File: src/rtl/div_frec_prog.sv
// rtl/div_frec_prog.sv - multi-channel programmable frequency divider
// New divisors wait in a shadow register and are committed at a period boundary or while idle.
module div_frec_prog #(
  parameter int WIDTH       = 12,
  parameter int NCH         = 2,
  parameter int CHW         = 1,
  parameter int DEFAULT_DIV = 4095
) (
  input  logic             clk,
  input  logic             rst,
  input  logic [NCH-1:0]   en,
  input  logic [NCH-1:0]   mode,
  input  logic             div_wr,
  input  logic [CHW-1:0]   div_ch,
  input  logic [WIDTH-1:0] div_in,
  output logic [NCH-1:0]   nclk,
  output logic [NCH-1:0]   tick,
  output logic             div_ack,
  output logic             div_err
);

  localparam logic [WIDTH-1:0] RST_DIV = WIDTH'(DEFAULT_DIV);
  localparam logic [CHW:0]     NCH_L   = (CHW + 1)'(NCH);

  logic [WIDTH-1:0] d_q [NCH];
  logic [WIDTH-1:0] d_d [NCH];
  logic [WIDTH-1:0] s_q [NCH];
  logic [WIDTH-1:0] s_d [NCH];
  logic [WIDTH-1:0] c_q [NCH];
  logic [WIDTH-1:0] c_d [NCH];
  logic [NCH-1:0]   p_q, p_d;
  logic [NCH-1:0]   nclk_q, nclk_d;
  logic [NCH-1:0]   tick_q, tick_d;
  logic             div_ack_q, div_ack_d;
  logic             div_err_q, div_err_d;
  logic             ch_valid;

  assign ch_valid = {1'b0, div_ch} < NCH_L;

  always_comb begin
    div_ack_d = div_wr && ch_valid;
    div_err_d = div_wr && !ch_valid;
    p_d       = p_q;
    nclk_d    = nclk_q;
    tick_d    = '0;
    for (int i = 0; i < NCH; i++) begin
      d_d[i] = d_q[i];
      s_d[i] = s_q[i];
      c_d[i] = c_q[i];
      if (en[i]) begin
        if (c_q[i] == d_q[i]) begin
          c_d[i]    = '0;
          tick_d[i] = 1'b1;
          nclk_d[i] = mode[i] | ~nclk_q[i];
          if (p_q[i]) begin
            d_d[i] = s_q[i];
            p_d[i] = 1'b0;
          end
        end else begin
          c_d[i] = c_q[i] + 1'b1;
          if (mode[i]) nclk_d[i] = 1'b0;
        end
      end else begin
        if (mode[i]) nclk_d[i] = 1'b0;
        // An idle channel has no period to protect, so commit the shadow now.
        if (p_q[i]) begin
          d_d[i] = s_q[i];
          p_d[i] = 1'b0;
          c_d[i] = '0;
        end
      end
      // The write lands after the commit above, so a coincident write stays pending.
      if (div_wr && ch_valid && (div_ch == CHW'(i))) begin
        s_d[i] = div_in;
        p_d[i] = 1'b1;
      end
    end
  end

  always_ff @(posedge clk) begin
    if (rst) begin
      for (int i = 0; i < NCH; i++) begin
        d_q[i] <= RST_DIV;
        s_q[i] <= RST_DIV;
        c_q[i] <= '0;
      end
      p_q       <= '0;
      nclk_q    <= '0;
      tick_q    <= '0;
      div_ack_q <= 1'b0;
      div_err_q <= 1'b0;
    end else begin
      for (int i = 0; i < NCH; i++) begin
        d_q[i] <= d_d[i];
        s_q[i] <= s_d[i];
        c_q[i] <= c_d[i];
      end
      p_q       <= p_d;
      nclk_q    <= nclk_d;
      tick_q    <= tick_d;
      div_ack_q <= div_ack_d;
      div_err_q <= div_err_d;
    end
  end

  assign nclk    = nclk_q;
  assign tick    = tick_q;
  assign div_ack = div_ack_q;
  assign div_err = div_err_q;

endmodule

File: config.mk
export PLATFORM = sky130hd
export DESIGN_NAME = div_frec_prog
export DESIGN_NICKNAME = d
export VERILOG_FILES = /design/src/rtl/div_frec_prog.sv
export SDC_FILE = /design/constraint.sdc
export NUM_CORES = 1
export LEC_CHECK = 0
export CORE_MARGIN = 3
export CORE_UTILIZATION = 59
export CTS_BUF_LIST = sky130_fd_sc_hd__clkbuf_4 sky130_fd_sc_hd__clkbuf_8 sky130_fd_sc_hd__clkbuf_16
export DETAILED_ROUTE_END_ITERATION = 6
export PLACE_DENSITY_LB_ADDON = 0.25
export SKIP_LAST_GASP = 1
export SLEW_MARGIN = 30
export SYNTH_ARGS = -nofsm -noshare
export SYNTH_HDL_FRONTEND = slang
export SYNTH_SLANG_ARGS = --single-unit
File: constraint.sdc
create_clock -name clk -period 1.9 [get_ports clk]
set_input_delay 0.19 -clock clk [delete_from_list [all_inputs] [get_ports clk]]
set_output_delay 0.19 -clock clk [all_outputs]
set_load 0.005 [all_outputs]
# Word level (Yosys, flattened, before mapping)
# Memory sizes are Yosys's and may differ from the RTL's.
# Index checks and enable logic that the tools add are counted.
# totals
elab_cells,69
in_bits,20
ff_bits,7
out_inout_bits,6
ram_bits,72
mem_count,3
# classes
n_addsub,2
n_bitwise,13
eq_ne,4
reduce_logical,4
mux,37
# mem_list
name,words,word_bits,rd,rd_clocked_by_memory_dff,write_ports,line_no,rtl
c_q,2,12,2,0,2,29,logic [WIDTH-1:0] c_q [NCH];
d_q,2,12,2,0,2,25,logic [WIDTH-1:0] d_q [NCH];
s_q,2,12,2,0,2,27,logic [WIDTH-1:0] s_q [NCH];
# op_table
op,count
$mux 12,20
$add 12x1->12 const B,2
$eq 12x12->1,2
$mux 1,17
$or 1x1->1,8
$ne 3x1->1 const B,2
$not 1->1,5
$reduce_or 2->1,2
$logic_and 1x1->1,2

# Depth between registers and ports, before layout
# An unclocked memory read counts as a cell.
# logic_depth
ltp_word,5
depth_mapped,6
mapped_depth_nobuf,5

# Worst setup path before layout
# No wires, ideal clock.
# synth_timing
path_type,reg-to-reg
startpoint,mem c_q[0][0]
endpoint,mem d_q[0][10]
arrival_ns,1.573
setup_slack_ns,0.256
path_buffers,1
stages_incl_launch_ff,6
setup_time_ns,0.072
required_time_ns,1.828
path_cell_list,dfxtp_1 -> xnor2_1 -> nand4_4 -> o41ai_4 -> buf_6 -> mux2i_1
# synth_lines
item,line_no
start: declaration,29
end: declaration,25

==> results.md <==
* TritonCTS clock tree: done
* Vias/cell at 5.83
* GR peak layer: met2
* First-pass GRT wire length at 13.8 mm
* Worst Path Required at 2.17 ns
* Met1 global-route usage at 33.1%
* CP max stage cell: dfxtp_1
* Setup WS pre-CTS at 0.112 ns
* Met2 GRT Util at 35.5%
* Initial antenna violation count at 0
* Synthesized area per cell at 9.23 sq um
* Post-CTS Setup Bufs at 0
* CORE AREA at 6130 sq um
* Pre-Repair DR Iteration Count at 4
* Post-Syn Instances at 421
* Worst slew pin tran at 0.681 ns
* Worst hold-check path type: primary input to flip-flop
* DRT antenna net count at 0
* Die area at 7590 sq um
* Final hold vios at 0
* DRC Markers at 0
* R2R Path End: d_q[0][12]
* Detailed Place HPWL at 5.66 mm
* Layout net count at 469
* Global-route usage over all layers at 23.1%
* Status: finished, final reports clean
* Asr flop ratio synth at 0%
* Share of cells above drive strength 1 at 12.2%
* Max-cap violations at 0
* Hold Path Sink: tick[1]
* Synth top area cells: dfxtp_1 41%, mux2i_1 6.7%, xnor2_1 6.1%
* Worst R2R Path Depth at 5
* DR WL/cell at 15.5 um
* WS Path Type: flip-flop to flip-flop
* Reg-to-reg startpoint: c_q[0][12]
* Post-synth EDFFs at 0
* Syn_nets at 443
* Final core utilization at 72.8%
* GPL Wtd Cong at 0.930
* Std cell rows at 28
* Die Y at 87.1 um
* Met3 usage at 3.69%
* # IOs at 26
* Crit path max fanout at 12
* Worst Hold Slack at 0.336 ns
* FF+latch count, synth at 79
* Clock tree buffer depth at 2
* Worst Setup Start Kind: flip-flop
* Slew Limit Fails at 0
* Clock Skew at 0.00405 ns
* Max-slew headroom at 54.5%
* Starting DRT DRC Count at 218
* PortBufs at 24
* Hold buffer count at cts at 0
* Peak VDD IR at 510 uV
* Leak at 0.00173 uW
* Final worst-path cycle share at 94.9%
* Max Clk Rate at 555 MHz
* DR vias at 3074
* CTS H-Tree Depth at 3
* Vias in the first global route at 2939
* Most common cell in the synthesized netlist: dfxtp_1
* Final worst slack at 0.0968 ns
* GRT overflow at 0
* Post-synthesis sequential area ratio at 40.7%
* Tmin final at 1.80 ns
* Final setup violation count at 0
* Top post-synthesis cells by count: 79 x dfxtp_1, 56 x nor2_1, 35 x nand2_1
* WL final at 8.15 mm
* Clk slew on worst S/H paths at 0.08 ns
* CTS Buf Count at 9
* ANT cells at 0
* Clock Latency Late Sink at 0.35 ns
* Largest net degree at the start of global routing at 54
* Die width at 87.1 um
* Fill cells at 463
* Reg2reg setup slack at 0.1 ns
* Initial cell density of the core at 63.4%
* RSZ-0062 raised after global routing: true
* CP endpoint kind: flip-flop
* PwrDens at 739 nW/um^2
* Synth warnings at 0
* Library cells used by synthesis at 39
* Primary FF master, synth: dfxtp_1
* Area share of the largest cell type after synthesis at 40.7%
* Clk sinks at 79
* CTS root buffer: clkbuf_8
* Data arrival, critical path at 2.08 ns
* CP cell instances: xnor2_2, nand4_4, o41ai_4, buf_12, mux2i_1
* Worst Hold Depth at 2
* Max incr delay on CP at 0.49 ns
* Synthesis-to-layout area growth at 14.9%
* Post-Synthesis Cell Area at 3880 sq um
* Cell accounting for the most synthesized area: dfxtp_1
* Min-delay src: rst
==> metal layers <==
layer / wire, um / up-vias
met4: 97 / 0
met5: 0 / -
li1: - / 1538
met3: 402 / 10
met2: 3680 / 81
met1: 3970 / 1445
==> timing repair <==
item,CTS,global route
setup endpoints to repair,0,1
endpoints found under the hold margin,0,0
gates resized for setup,0,0
==> cells in the final DEF (no fill, tap or decap), types with 3 or more instances in the layout <==
cell,instances
nand2b_1,4
a21oi_1,7
nor2b_1,6
and3_1,16
buf_12,4
nor3_1,8
mux2i_1,26
o311ai_0,8
o21ai_0,3
a31oi_1,3
nand3b_1,24
clkbuf_8,9
nor4_1,10
xnor2_1,27
nand4_4,3
nand4_1,4
nand2_1,35
inv_1,10
a211o_1,12
nand3_1,13
o31ai_1,12
buf_4,15
nor2_1,56
xnor2_2,7
dfxtp_1,79
clkdlybuf4s50_1,23
==> per-stage QoR <==
stage / setup TNS, ns / cell area (sq um) / total power [uW] / std cells
floorplan: 0 / 3880 / 1960 / 421
global placement: 0 / 4260 / 2060 / 511
detailed placement: 0 / 4260 / 2070 / 511
CTS: 0 / 4460 / 3310 / 527
global route: -0.00500 / 4460 / 3430 / 527
finish: 0 / 4460 / 3300 / 527
==> how the worst max path moves through the flow <==
stage	startpoint	endpoint	slack [ns]	depth (start not counted)
2_1_floorplan	c_q[0][0]	d_q[0][10]	0.26	5
4_1_cts	c_q[0][12]	d_q[0][12]	0.09	5
3_5_place_dp	c_q[0][12]	d_q[0][23]	0.11	5
3_3_place_gp	div_ch	s_q[0][22]	0.18	3
6_report	c_q[0][12]	d_q[0][12]	0.1	5
5_1_grt	c_q[0][2]	nclk[0]	-0.005	4
==> report_power, final <==
part	switching, uW	total (uW)	internal (uW)
clock	631	1260	629
combinational	153	293	140
sequential	40.1	1750	1710
total	824	3300	2480
==> layout make-up <==
type	instances	area, sq um	area share, %
repair buffers	43	428	9.59
inverters	10	37.5	0.841
clock inverters	6	67.6	1.51
clock buffers	10	131	2.94
flip-flops and latches	79	1580	35.4
well taps	75	93.8	2.10
multi-input cells	304	2120	47.6
==> critical path, delay by kind of cell, from the launching register on <==
family	cells	cell delay (ns)
buffers and inverters	1	0.20
AOI/OAI and AO/OA	1	0.42
DFF	1	0.49
muxes	1	0.21
and+or+nand+nor	1	0.22
xor gates and xnor gates	1	0.18
==> logic make-up (layout without fill, tap and decap cells) <==
group | Yosys count | count (layout) | synth area share (%)
compound gates | 56 | 56 | 12.0
xor+xnor | 34 | 34 | 9.02
fa+ha+maj | 2 | 2 | 0.644
buf+inv | 38 | 69 | 4.64
flops | 79 | 79 | 40.7
mux | 28 | 28 | 7.28
other cells | 1 | 1 | 0.0965
simple gates | 183 | 183 | 25.6
==> sequential cells by signal, indices dropped and copies added (netlist names) <==
register  cells
nclk          2
p_q           2
div_ack       1
d_q          24
tick          2
c_q          24
s_q          24
Note: power is estimated with default switching activity, not from simulation.
